==> config.mk <==
export PLATFORM = sky130hd
export DESIGN_NAME = datamem_arbiter
export DESIGN_NICKNAME = d
export VERILOG_FILES = /design/src/rtl/datamem_arbiter.sv
export SDC_FILE = /design/constraint.sdc
export NUM_CORES = 1
export LEC_CHECK = 0
export CAP_MARGIN = 15
export CORE_ASPECT_RATIO = 1.25
export CORE_MARGIN = 2
export CORE_UTILIZATION = 55
export DETAILED_ROUTE_END_ITERATION = 10
export DONT_BUFFER_PORTS = 1
export GPL_TIMING_DRIVEN = 0
export PLACE_DENSITY = 0.66
export SETUP_SLACK_MARGIN = 0.1
export SLEW_MARGIN = 10
export SYNTH_ARGS = -nofsm -noshare
export SYNTH_HDL_FRONTEND = slang
export SYNTH_SLANG_ARGS = --single-unit
==> constraint.sdc <==
create_clock -name clk -period 2.5 [get_ports clk]
set_clock_uncertainty 0.15 [all_clocks]
set_input_delay 0.5 -clock clk [delete_from_list [all_inputs] [get_ports clk]]
set_output_delay 0.5 -clock clk [all_outputs]
set_load 0.05 [all_outputs]
==> src/rtl/datamem_arbiter.sv <==
// Two-port arbiter in front of a single-port synchronous data memory.
// Port 0 is the pipeline load/store stage, port 1 the host/loader.
module datamem_arbiter #(
    parameter int AW      = 16,
    parameter int DW      = 16,
    parameter int P0_PRIO = 0
) (
    input  logic          clk,
    input  logic          reset,
    input  logic          hold,
    input  logic          p0_req,
    input  logic          p0_we,
    input  logic [AW-1:0] p0_addr,
    input  logic [DW-1:0] p0_wdata,
    input  logic          p1_req,
    input  logic          p1_we,
    input  logic [AW-1:0] p1_addr,
    input  logic [DW-1:0] p1_wdata,
    output logic          p0_gnt,
    output logic          p0_rvalid,
    output logic [DW-1:0] p0_rdata,
    output logic          p1_gnt,
    output logic          p1_rvalid,
    output logic [DW-1:0] p1_rdata,
    output logic          p0_stall,
    output logic          mem_en,
    output logic          mem_we,
    output logic [AW-1:0] mem_addr,
    output logic [DW-1:0] mem_wdata,
    input  logic [DW-1:0] mem_rdata,
    output logic [15:0]   conflicts
);

    localparam logic W_FIXED = (P0_PRIO != 0);

    // r_last is 1 when port 1 holds the most recent grant
    logic          r_last;
    logic          r_own0;
    logic          r_own1;
    logic [DW-1:0] r_rd0;
    logic [DW-1:0] r_rd1;
    logic [15:0]   r_conf;

    logic w_open;
    logic w_tie;
    logic w_g0;
    logic w_g1;

    assign w_open = !hold && !reset;
    assign w_tie  = p0_req && p1_req;
    assign w_g0   = w_open && p0_req && (!p1_req || W_FIXED || r_last);
    assign w_g1   = w_open && p1_req && !w_g0;

    assign p0_gnt    = w_g0;
    assign p1_gnt    = w_g1;
    assign p0_stall  = p0_req && !w_g0;
    assign mem_en    = w_g0 || w_g1;
    assign mem_we    = (w_g0 && p0_we) || (w_g1 && p1_we);
    assign mem_addr  = w_g1 ? p1_addr : p0_addr;
    assign mem_wdata = w_g1 ? p1_wdata : p0_wdata;

    // Read data passes straight through in the return cycle, then is held
    assign p0_rvalid = r_own0;
    assign p1_rvalid = r_own1;
    assign p0_rdata  = r_own0 ? mem_rdata : r_rd0;
    assign p1_rdata  = r_own1 ? mem_rdata : r_rd1;
    assign conflicts = r_conf;

    always_ff @(posedge clk or posedge reset) begin
        if (reset) begin
            r_last <= 1'b1;
            r_own0 <= 1'b0;
            r_own1 <= 1'b0;
            r_rd0  <= '0;
            r_rd1  <= '0;
            r_conf <= '0;
        end else begin
            if (w_g0 || w_g1)
                r_last <= w_g1;
            r_own0 <= w_g0 && !p0_we;
            r_own1 <= w_g1 && !p1_we;
            if (r_own0)
                r_rd0 <= mem_rdata;
            if (r_own1)
                r_rd1 <= mem_rdata;
            if (w_tie && !hold && r_conf != 16'hFFFF)
                r_conf <= r_conf + 16'd1;
        end
    end

endmodule

After elaboration in Yosys (flattened, before gate mapping)

Index checks and enable logic that the tools add are counted.

Input port bits: 87
Bits in read-only memories: 0
Memories: 0
Bits in registers: 51
Output and inout bits: 87
Latch bits: 0
Memory bits (writable): 0
Word-level logic and storage cells: 34

$lt $le $gt $ge: 0
Divide/modulo/power cells: 0
Equal/unequal tests: 1
Multiply operators: 0
Shifts and indexed selects: 0
Reductions and logical operators: 22
Add/subtract/negate cells: 1
Multiplexer cells: 4
Bitwise operators: 0

Operators by type and width:

| kind                    | number |
|---|---|
| $mux W16                | 4 |
| $add A16 B1 Y16 const B | 1 |
| $ne A16 B16 Y1 const B  | 1 |
| $logic_and A1 B1 Y1     | 13 |
| $logic_not A1 Y1        | 6 |
| $logic_or A1 B1 Y1      | 3 |

Logic depth before layout (Yosys ltp)

Gate-level depths: netlist of the first run.

Depth after elaboration: 8
Gate-level depth with buffers: 6
Depth with buffers taken out: 5

Least setup slack after synthesis of the first run

No wires, ideal clock.

Path type: input to output
From: in hold
To: out mem_wdata[10]
Arrival time: 2.125 ns
Stages: 6
Path buffers: 1
Path slack: -0.275 ns
Cell sequence: nor2_1 -> nand3_1 -> clkinv_1 -> buf_1 -> nand2_1 -> nand2_1

Cells in the longest elaborated chain, start to end: 7

Ends and longest elaborated chain:

| what                              | RTL line | text |
|---|---|---|
| start, declared                   | 10       | `input logic hold,` |
| $logic_not A1 Y1 (*)              | 49       | `assign w_open = !hold && !reset;` |
| $logic_and A1 B1 Y1 (*)           | 49       |  |
| $logic_and A1 B1 Y1 (2 in series) | 51       | `assign w_g0 = w_open && p0_req && (!p1_req \|\| W_FIXED \|\| r_last);` |
| $logic_not A1 Y1                  | 52       | `assign w_g1 = w_open && p1_req && !w_g0;` |
| $logic_and A1 B1 Y1 (*)           | 52       |  |
| net p1_gnt                        | 22       | `output logic p1_gnt,` |
| $mux W16 (*)                      | 60       | `assign mem_wdata = w_g1 ? p1_wdata : p0_wdata;` |
| end, declared                     | 29       | `output logic [DW-1:0] mem_wdata,` |

Mark *: on every way through the listed nets, which the timed path passes. The rest lies on a longest branch.

Final worst setup path of the first run

From: in hold
To: out mem_wdata[13]

Same word-level chain as after synthesis.

==> flow_summary.yaml, run 1 <==
clock_tree:
  cts_root_buf: "clkbuf_8"
  clk-insertion-delay-late_ns: 0.31
  h-tree-depth: 2
  numCtsBuffers: 5
  clk_path_buf_depth: 2
  cts_tree: "done"
  path_clk_slew_ns: 0.10
  ctsHoldBuffers: 0
  clock-sinks: 51
power:
  p_leak_nw: 1.46
  total_power_w: 0.00291
  pwr_density_cell_mw_per_mm2: 966
  vdd_drop_max_uv: 457
grt:
  grt_usage: 0.228
  overflow: 0
  antenna_found_initial: 0
  grt_max_degree: 27
  grt_pass1_wl_um: 8970
  grt_pass1_vias: 1745
critical_path:
  arrival_ns: 1.70
  rrSetupSlack_ns: 0.22
  worstReg2RegStart: "conflicts[4]"
  end_kind: "output port"
  crit_path_start_kind: "input pin"
  r2r_end: "conflicts[1]"
  r2r.worst_path.cells: 4
  crit_fanout: 10
  worstSetupPathType: "input pin to output port"
  required_ns: 1.85
logic_synthesis:
  ys_ff_latch: 51
  yosys.cell_types.count: 30
  postSynthAreaPerCell_um2: 9.56
  yosys_most_used_dff: "dfrtp_1"
  netlist_instances: 265
  async_reset_ff_frac: 1.00
  syn_area_mm2: 0.00253
  yosysWarnings: 0
  synth-edff-count: 0
  ys_seq_area_frac: 0.504
  synth_fp_nets: 353
final_layout:
  drive_gt1_frac: 0.361
  utilization: 0.681
  areaGrowthSynthToFinish_pct: 19.0
  antennaDiodeCount: 0
  finalNetCount: 361
drt:
  via_per_inst: 5.72
  drt_iter0_markers: 86
  wl_per_cell_um: 19.0
  drt.antenna.violating_nets: 0
  drc: 0
  vias: 1898
  drtPass1Iterations: 4
  routed_wirelength_um: 6320
die:
  die_y_um: 79.9
  start_util: 0.573
  coreArea_mm2: 0.00443
  die_area_mm2: 0.00517
  ios: 174
  die_x_um: 64.7
  placementRows: 27
place:
  hpwl_um: 4610
  gp_congestion: 0.839
  portBuffers: 0
  dp_worst_setup_slack_ns: -0.164
sta:
  rsz0062_at_grt: "true"
  worst_pin_slew_ns: 0.677
  finalHoldViolCount: 24
  setup_slack_ns: 0.151
  setup-violations-final: 0
  slew_headroom: 0.549
  post-route-period-util: 0.939
  fmax_mhz: 426
  hold-worst-slack_ns: -0.0236
  period_minus_slack_ns: 2.35
  slew_viol_final: 0
flow_run:
  maxCapViolations: 0
run_status:
  violations: "hold timing"
  outcome: "complete, but fails checks"
min_path:
  hold_class: "input pin to asynchronous set/reset pin"
-- where the power goes --
group | total, W | internal, W | leakage (nW) | switching [W]
Combinational | 0.00112 | 0.000259 | 0.788 | 0.000864
Clock | 0.000509 | 0.000226 | 0.0474 | 0.000283
Sequential | 0.00128 | 0.00100 | 0.624 | 0.000278
Total | 0.00291 | 0.00149 | 1.46 | 0.00142
-- per-layer routing --
layer	share of wire	global-route usage	wire, um
met3	0.10	0.0762	662
met2	0.51	0.375	3240
met5	0	0	0
met4	0.011	0.0702	72
met1	0.37	0.281	2340
-- worst max-delay path, cell delays in order --
cell and delay, ns:
nor2_1 0.28, nand3_4 0.18, inv_4 0.12, buf_4 0.26, nand2_1 0.11, nand2_2 0.23
-- per-stage QoR --
step,instance area [um2],TNS [ns],hold slack (ns),cells
after CTS,2930,0,0.00339,332
after floorplan,2560,0,0.333,265
final,3010,0,-0.0236,332
after global placement,2630,-4.56,0.351,323
after detailed placement,2660,-4.17,0.339,324
after global routing,3010,0,0.0163,332
-- cells in the mapped netlist (all sizes together), types with 2 or more instances --
cell type,n,share of area
nand2,105,0.16
dfrtp,50,0.49
mux2,34,0.15
xor2,12,0.041
clkbuf,9,0.013
nor3,9,0.018
nand3,7,0.014
nor2,7,0.011
nand4,6,0.021
inv,4,0.0059
nor4,4,0.016
a21oi,2,0.0040
and2,2,0.0049
and4,2,0.0069
-- how the worst max path moves through the flow --
stage / start / endpoint / slack [ns]
after floorplan: hold / mem_addr[10] / 0.15
after global placement: hold / mem_addr[3] / -0.17
after detailed placement: hold / mem_addr[3] / -0.16
after CTS: r_last / mem_addr[7] / 0.05
after global routing: hold / mem_wdata[13] / 0.06
final: hold / mem_wdata[13] / 0.15
-- state kept, by name (all words and copies together), names as in the netlist --
name / cells
conflicts: 16
r_rd0: 16
r_rd1: 16
p0_rvalid: 1
p1_rvalid: 1
r_last: 1
-- area by class of cell --
class                           instances  area, um2
Clock buffer                            6       82.6
Inverter                                5       25.0
Tap cell                               58       72.6
Timing Repair Buffer                    1       27.5
Clock inverter                          2       16.3
Buffer                                 10       75.1
Sequential cell                        51       1280
Fill cell                             326       1410
Multi-Input combinational cell        199       1430
-- timing repair --
item	CTS	global route
cloned	0	0
setup buffers	0	0
resized for setup	59	26
pin swaps	0	1
endpoints found under the setup margin	54	54
-- kinds of logic (layout without fill, tap and decap cells) --
kind of cell	count (synthesis)	after routing	share of synthesized area
AOI/OAI and AO/OA	5	5	0.0123
xor gates and xnor gates	13	13	0.0449
adders and majority gates	1	1	0.00494
buffers and inverters	15	24	0.0222
DFF	51	51	0.504
muxes	34	34	0.153
and+or+nand+nor	146	146	0.259
-- cells in the final DEF, fill, tap and decap left out, drive strengths merged --
master and instances:
clkbuf 12, xnor2 1, nor3b 1, nand3b 1
inv 4, clkinvlp 2, dfstp 1, nand3 7
and2 2, and3 1, nor2 7, a22o 1
o21a 1, nand4 6, xor2 12, nand2 105
ha 1, a21oi 2, and3b 1, mux2 34
o21ai 1, dfrtp 50, buf 5, nor3 9
clkinv 1, and4 2, nor4 4
Note: power is estimated with default switching activity, not from simulation.
==> run 2, diff against run 1 <==
- CELL_PAD_IN_SITES_DETAIL_PLACEMENT: default -> 0
- CELL_PAD_IN_SITES_GLOBAL_PLACEMENT: default -> 1
- CORE_ASPECT_RATIO: 1.25 -> default
- CORE_MARGIN: 2 -> default
- CORE_UTILIZATION: 55 -> 43
- PLACE_DENSITY: 0.66 -> 0.73
==> flow_summary.yaml, run 2 (same netlist as run 1, synthesis figures left out) <==
clock_tree:
  cts_tree: "done"
  clock-sinks: 51
  clk-insertion-delay-late_ns: 0.29
  h-tree-depth: 2
  numCtsBuffers: 5
  path_clk_slew_ns: 0.09
  clk_path_buf_depth: 2
  cts_root_buf: "clkbuf_8"
sta:
  setup-violations-final: 0
  post-route-period-util: 0.936
  setup_slack_ns: 0.159
  slew_viol_final: 0
  fmax_mhz: 427
  period_minus_slack_ns: 2.34
  worst_pin_slew_ns: 0.662
  slew_headroom: 0.559
  rsz0062_at_grt: "false"
  finalHoldViolCount: 0
die:
  die_y_um: 78.8
  placementRows: 27
  start_util: 0.452
  die_area_mm2: 0.00620
  die_x_um: 78.8
  coreArea_mm2: 0.00561
  ios: 174
critical_path:
  required_ns: 1.85
  r2r.worst_path.cells: 4
  crit_fanout: 3
  rrSetupSlack_ns: 0.20
  crit_path_start_kind: "flip-flop"
  cp_slowest_cell: "dfstp_2"
  worstSetupPathType: "flip-flop to output port"
  end_kind: "output port"
  crit_chain: "inv_1, nand2_1, nand3_1, clkinvlp_4, a22o_2"
  arrival_ns: 1.69
  cpPeakStageDelay_ns: 0.53
place:
  place_area_mm2: 0.00267
  dp_worst_setup_slack_ns: -0.229
  hpwl_um: 4610
  gp_congestion: 0.727
  portBuffers: 0
final_layout:
  layout_common_cells: "nand2_1, dfrtp_1, mux2_4"
  drive_gt1_frac: 0.355
  final_common_cell: "nand2_1"
  utilization: 0.548
  areaGrowthSynthToFinish_pct: 21.3
  antennaDiodeCount: 0
  nFillCells: 536
  postLayoutCellArea_mm2: 0.00307
  finalNetCount: 363
drt:
  vias: 1889
  drt_iter0_markers: 82
  wl_per_cell_um: 17.6
  drc: 0
  via_per_inst: 5.43
  drt.antenna.violating_nets: 0
  routed_wirelength_um: 6120
  drtPass1Iterations: 4
grt:
  grt_usage: 0.186
  overflow: 0
  grt_max_degree: 29
  grt_pass1_vias: 1813
  grt_pass1_wl_um: 9050
  antenna_found_initial: 0
power:
  vdd_drop_max_uv: 551
  total_power_w: 0.00288
  p_leak_nw: 1.48
  pwr_density_cell_mw_per_mm2: 939
run_status:
  outcome: "finished clean"
min_path:
  hold_class: "input pin to flip-flop"
  whs_path_depth: 1
flow_run:
  maxCapViolations: 0
[run 2: cell types whose count changed in the layout (fill, tap and decap cells not counted), sizes merged]
cell	before	now
buf	5	7
clkbuf	12	11
clkinvlp	2	1
dlygate4sd3	0	1
inv	4	5
[run 2: worst max-delay path, delay by kind of cell (launching register included)]
kind	cells	cell delay [ns]
compound gates	1	0.36
simple gates	2	0.21
flops	1	0.53
buf+inv	2	0.30
[run 2: path summary, 6_finish.rpt]
kind                              startpoint      endpoint
worst max-delay path                  r_last        mem_we
worst min-delay path                   p0_we     p0_rvalid
worst max register to register  conflicts[9]  conflicts[1]
worst min register to register        r_last        r_last
max in group asynchronous              reset  conflicts[2]
min in group asynchronous              reset  conflicts[7]
[run 2: cell type report]
class / instances / area [um2] / area share
tap: 72 / 90.1 / 0.0293
sequential: 51 / 1280 / 0.418
inverter: 5 / 25.0 / 0.00814
clock buffer: 6 / 82.6 / 0.0269
clock inverter: 2 / 13.8 / 0.00448
timing repair buffer: 4 / 45.0 / 0.0147
buffer: 9 / 77.6 / 0.0252
multi-input combinational: 199 / 1460 / 0.474
[run 2: metrics by stage]
stage          hold WS (ns)  cells  TNS, ns
2_1_floorplan         0.333    265        0
3_3_place_gp          0.362    337    -6.36
3_5_place_dp          0.306    338    -6.77
4_1_cts              0.0902    347        0
5_1_grt              0.0842    348        0
6_report              0.105    348        0
[run 2: power breakdown]
part           internal, W  switching (W)  leakage, nW
combinational     0.000264       0.000870        0.799
sequential         0.00100       0.000268        0.626
clock             0.000226       0.000255       0.0516
total              0.00149        0.00139         1.48
[run 2: repair_timing]
item | 4_1_cts | 5_1_grt
setup endpoints to repair | 54 | 54
hold endpoints to repair | 22 | 0
hold buffers | 1 | 0
resized for setup | 54 | 35
pin swaps | 0 | 2
gates cloned | 0 | 0
buffers inserted | 0 | 2
[run 2: per-layer routing]
layer | routed length (um) | part of all wire | track usage | vias up
li1 | - | - | - | 892
met1 | 2520 | 0.41 | 0.238 | 900
met2 | 3070 | 0.50 | 0.307 | 97
met3 | 527 | 0.086 | 0.0701 | 0
met4 | 0 | 0 | 0.0222 | 0
met5 | 0 | 0 | 0 | -
==> RTL change 1: new RTL, flow settings as in run 2 <==
The parameter `AW` goes from 16 to 17.
--- a/src/rtl/datamem_arbiter.sv
+++ b/src/rtl/datamem_arbiter.sv
@@ -3,3 +3,3 @@
 module datamem_arbiter #(
-    parameter int AW      = 16,
+    parameter int AW      = 17,
     parameter int DW      = 16,
Ports: changed (resized mem_addr, p0_addr and p1_addr); port bits go from 174 to 177. No check against the original RTL was run, so the function may have changed too.
==> RTL change 1 against run 2 <==
Synthesized area rose by 0.40%; setup slack improved by 22 ps; largest cell class unchanged; power fell by 0.67%; critical path depth fell by 2; sequential cell count did not move; cell area barely moved; wire length rose by 1.6%; largest power group unchanged.
==> RTL change 1: results (changes against run 2) <==
.. list-table::
   :header-rows: 1

   * - Metric
     - Value
   * - Outcome
     - completed
   * - Number of fillers in the final layout
     - 502 (-6.3%)
   * - Max stage delay cell, worst path
     - sky130_fd_sc_hd__dfrtp_2
   * - Clock Network Area Fraction
     - 0.0310 (-0.000395)
   * - Layout cell share with drive strength beyond 1
     - 0.342 (-0.0133)
   * - Vias in the first global route
     - 1,799 (-0.77%)
   * - Share of total power in sequential cells
     - 0.431 (-0.009)
   * - Iteration-0 DRC Markers
     - 86 (+4.9%)
   * - Clock buffer cells
     - 7 (+1)
   * - Vias per cell
     - 5.43 (+0.11%)
   * - Worst-case hold slack
     - 91.0 ps (-13.8 ps)
   * - Total power
     - 2.87 mW (-0.67%)
   * - Relative area of non-clock buffer cells in the final design
     - 0.0354 (-0.00446)
   * - Total Wirelength
     - 6220 um (+1.6%)
   * - Signal buffers
     - 12 (-1)
   * - Horizontal die dimension
     - 78.9 um (+0.19%)
   * - Data arrival time of the critical path
     - 1670 ps (-20 ps)
   * - Origin of the critical flop-to-flop path
     - conflicts[0]
   * - Internal power
     - 1.48 mW (-0.58%)
   * - Capture point of the worst reg-to-reg path
     - conflicts[12]
   * - Hold Startpoint
     - p1_we
   * - Worst Path Max Fanout
     - 10 (+7)
   * - Seq area share
     - 0.417 (-0.00105)
   * - Global-route wire length before repair
     - 9190 um (+1.5%)
   * - Final weighted congestion in routability-driven placement
     - 0.783 (+7.7%)
   * - Nonclk inv count
     - 8 (+3)
   * - Most instantiated cells after synthesis
     - 106 x sky130_fd_sc_hd__nand2_1, 50 x sky130_fd_sc_hd__dfrtp_1, 33 x sky130_fd_sc_hd__mux2_2, 11 x sky130_fd_sc_hd__nor2_1, 9 x sky130_fd_sc_hd__nand3_1
   * - Cell Count Post-Placement
     - 341 (+0.89%)
   * - Count of placed standard cells in the final layout, fillers left out
     - 350 (+0.57%)
   * - IR Drop Worst-Case VDD
     - 0.474 mV (-14%)
   * - Area of combinational cells with multiple inputs
     - 0.00146 mm2 (+0.26%)
   * - Number of gates resized after cts
     - 51 (-5.6%)
   * - Post-synthesis net count
     - 358 (+1.4%)
   * - Detailed placement HPWL
     - 4830 um (+4.9%)
   * - Synthesized netlist cell count
     - 268 (+1.1%)
   * - Dominant cells by area after synthesis
     - sky130_fd_sc_hd__dfrtp_1 49%, sky130_fd_sc_hd__nand2_1 16%, sky130_fd_sc_hd__mux2_2 15%
## RTL change 1: cell families after synthesis
group	share of synthesized area
buf+inv	0.0290
compound gates	0.0261
simple gates	0.246
xor+xnor	0.0413
fa+ha+maj	0.00492
mux	0.151
flops	0.502
## RTL change 1: worst max path at each step
stage                   start  slack, ps  cells after the start             to
floorplan                hold        130                      6  mem_wdata[10]
global placement         hold       -210                      6   mem_wdata[9]
detailed placement       hold       -190                      6   mem_wdata[9]
CTS                 p0_rvalid         30                      3   p0_rdata[14]
global route           r_last         80                      6  mem_wdata[11]
finish              p1_rvalid        180                      3    p1_rdata[5]
## RTL change 1: routing by layer
metal,part of all wire,vias to the layer above,track usage
li1,-,899,-
met1,0.38,885,0.228
met2,0.52,107,0.331
met3,0.080,11,0.0575
met4,0.022,0,0.0818
met5,0,-,0
==> RTL change 2: new RTL, config.mk and constraints of run 2 <==
Without the edit above. Make the reset (`reset`) synchronous in one clocked block.
--- a/src/rtl/datamem_arbiter.sv
+++ b/src/rtl/datamem_arbiter.sv
@@ -68,3 +68,3 @@
 
-    always_ff @(posedge clk or posedge reset) begin
+    always_ff @(posedge clk) begin
         if (reset) begin
Behaviour: differs if reset is asserted again (counterexample within 4 cycles, from zero or initial values and one cycle with reset high); with reset held inactive, the same outputs for 10 cycles.
==> RTL change 2 against run 2 <==
Fmax shrank 1.6%; setup slack lost 39 ps; wire length grew 5.9%; count of clock-buffer cells in the layout is the same; critical path depth shrank 2; synthesized area grew 4.6%; sequential cell count is the same; sequential share of layout area shrank 9.1 points; cell area grew 3.0%; critical path type unchanged; critical endpoint is now p1_rdata[9].
Power is not compared: it rests on default switching activity, and its combinational part moved more than twofold at a synthesized area within 25%.
==> RTL change 2: results (changes against run 2) <==
.. list-table::
   :header-rows: 1

   * - Metric
     - Value
   * - Number of fillers in the final layout
     - 584 (+9.0%)
   * - Outcome
     - completed
   * - Syn_area_per_cell
     - 8.18 um2 (-14%)
   * - Setup slack of the worst register-to-register path
     - 260 ps (+60 ps)
   * - Count of TritonRoute iterations in the first routing pass
     - 4 (unchanged)
   * - Worst reg2reg path depth
     - 5 (+1)
   * - Origin of the critical flop-to-flop path
     - conflicts[13]
   * - Final routed wire length divided by cell count
     - 15.9 um (-9.4%)
   * - Pin count of the biggest net entering global routing
     - 16 (-45%)
   * - Final weighted congestion in routability-driven placement
     - 0.775 (+6.6%)
   * - Worst-case setup slack after placement
     - -240 ps (-11.0 ps)
   * - Final Worst Setup Slack
     - 120 ps (-39.1 ps)
   * - Post-synthesis sequential area ratio
     - 0.385 (-0.119)
   * - Data arrival time of the critical path
     - 1730 ps (+40 ps)
   * - Number of nets in the finished design
     - 420 (+16%)
   * - Capture point of the worst reg-to-reg path
     - conflicts[15]
   * - Async set-reset flop share out of synthesis
     - 0 (-1.00)
   * - Met2 usage in global routing
     - 0.306 (-0.00102)
   * - Vias in the first global route
     - 1,962 (+8.2%)
   * - Dominant cells by area after synthesis
     - sky130_fd_sc_hd__dfxtp_1 39%, sky130_fd_sc_hd__nand2_1 15%, sky130_fd_sc_hd__mux2_2 14%
   * - Cell Count Post-Placement
     - 399 (+18%)
   * - Worst Path Max Fanout
     - 10 (+7)
   * - Post-synthesis mux area share
     - 0.152 (-0.000562)
   * - Worst slew margin relative to its limit
     - 0.560 (+0.00147)
   * - Vias per cell
     - 5.50 (+1.4%)
   * - Overall Global Routing Usage
     - 0.183 (-0.00241)
   * - Delay contributed by the slowest stage of the critical path
     - 490 ps (-40 ps)
   * - Post-synthesis net count
     - 412 (+17%)
   * - Iteration-0 DRC Markers
     - 42 (-49%)
   * - Layout cell share with drive strength beyond 1
     - 0.298 (-0.0569)
   * - Most instantiated cells after synthesis
     - 107 x sky130_fd_sc_hd__nand2_1, 51 x sky130_fd_sc_hd__dfxtp_1, 35 x sky130_fd_sc_hd__and2_1, 32 x sky130_fd_sc_hd__mux2_2, 11 x sky130_fd_sc_hd__clkbuf_1
   * - Origin of the worst setup path
     - p1_rvalid
   * - Global-route wire length before repair
     - 9280 um (+2.5%)
   * - Post-DP Area
     - 0.00282 mm2 (+5.5%)
   * - Detailed placement HPWL
     - 4800 um (+4.1%)
   * - Sw Ratio
     - 0.341
   * - Total Wirelength
     - 6490 um (+5.9%)
   * - Synthesized-area fraction occupied by ao, oa, aoi and oai cells
     - 0.0869 (+0.0745)
   * - Worst setup endpoint
     - p1_rdata[9]
   * - Adder and majority cell fraction of the synthesized area
     - 0.00472 (-0.000217)
   * - Cell family contributing the most delay on the critical path
     - multiplexers
   * - Max stage delay cell, worst path
     - sky130_fd_sc_hd__mux2_2
[RTL change 2: layout make-up]
class	count	area, um2	share of cell area
Multi-Input combinational cell	251	1810	0.572
Sequential cell	51	1030	0.327
Timing Repair Buffer	1	7.51	0.00237
Tap cell	75	93.8	0.0297
Clock inverter	1	8.76	0.00277
Inverter	5	26.3	0.00830
Buffer	17	100	0.0316
Clock buffer	6	82.6	0.0261
[RTL change 2: worst min-delay path by stage]
stage                     end  startpoint
floorplan              r_last      r_last
detailed placement     r_last      r_last
global placement       r_last      r_last
finish              p0_rvalid       p0_we
CTS                 p0_rvalid       p0_we
global route        p1_rvalid       p1_we
[RTL change 2: cells by family (layout without fill, tap and decap cells)]
family	count (synthesis)	after routing
mux	36	36
compound gates	31	31
flops	51	51
buf+inv	22	30
fa+ha+maj	1	1
simple gates	183	183
[RTL change 2: repair_timing]
| item | 4_1_cts | 5_1_grt |
|---|---|---|
| setup buffers | 1 | 0 |
| endpoints found under the setup margin | 67 | 55 |
| resized for setup | 43 | 28 |
| pin swaps | 1 | 1 |
[RTL change 2: routing by layer]
layer	wire length, um	share of wire
met1	2810	0.43
met2	3020	0.47
met3	579	0.089
met4	76	0.012
met5	0	0
[RTL change 2: stage by stage]
stage	total power, mW	hold slack (ps)
final	1.71	97.7
after CTS	1.72	90.2
after global placement	1.20	369
after floorplan	1.18	345
after detailed placement	1.20	378
after global routing	1.78	90.5
[RTL change 2: power groups by stage]
stage / clock, mW / combinational (mW) / sequential [mW]
after floorplan: 0 / 0.324 / 0.853
final: 0.489 / 0.387 / 0.834
after CTS: 0.508 / 0.377 / 0.835
after detailed placement: 0 / 0.349 / 0.855
after global placement: 0 / 0.348 / 0.855
after global routing: 0.535 / 0.406 / 0.836
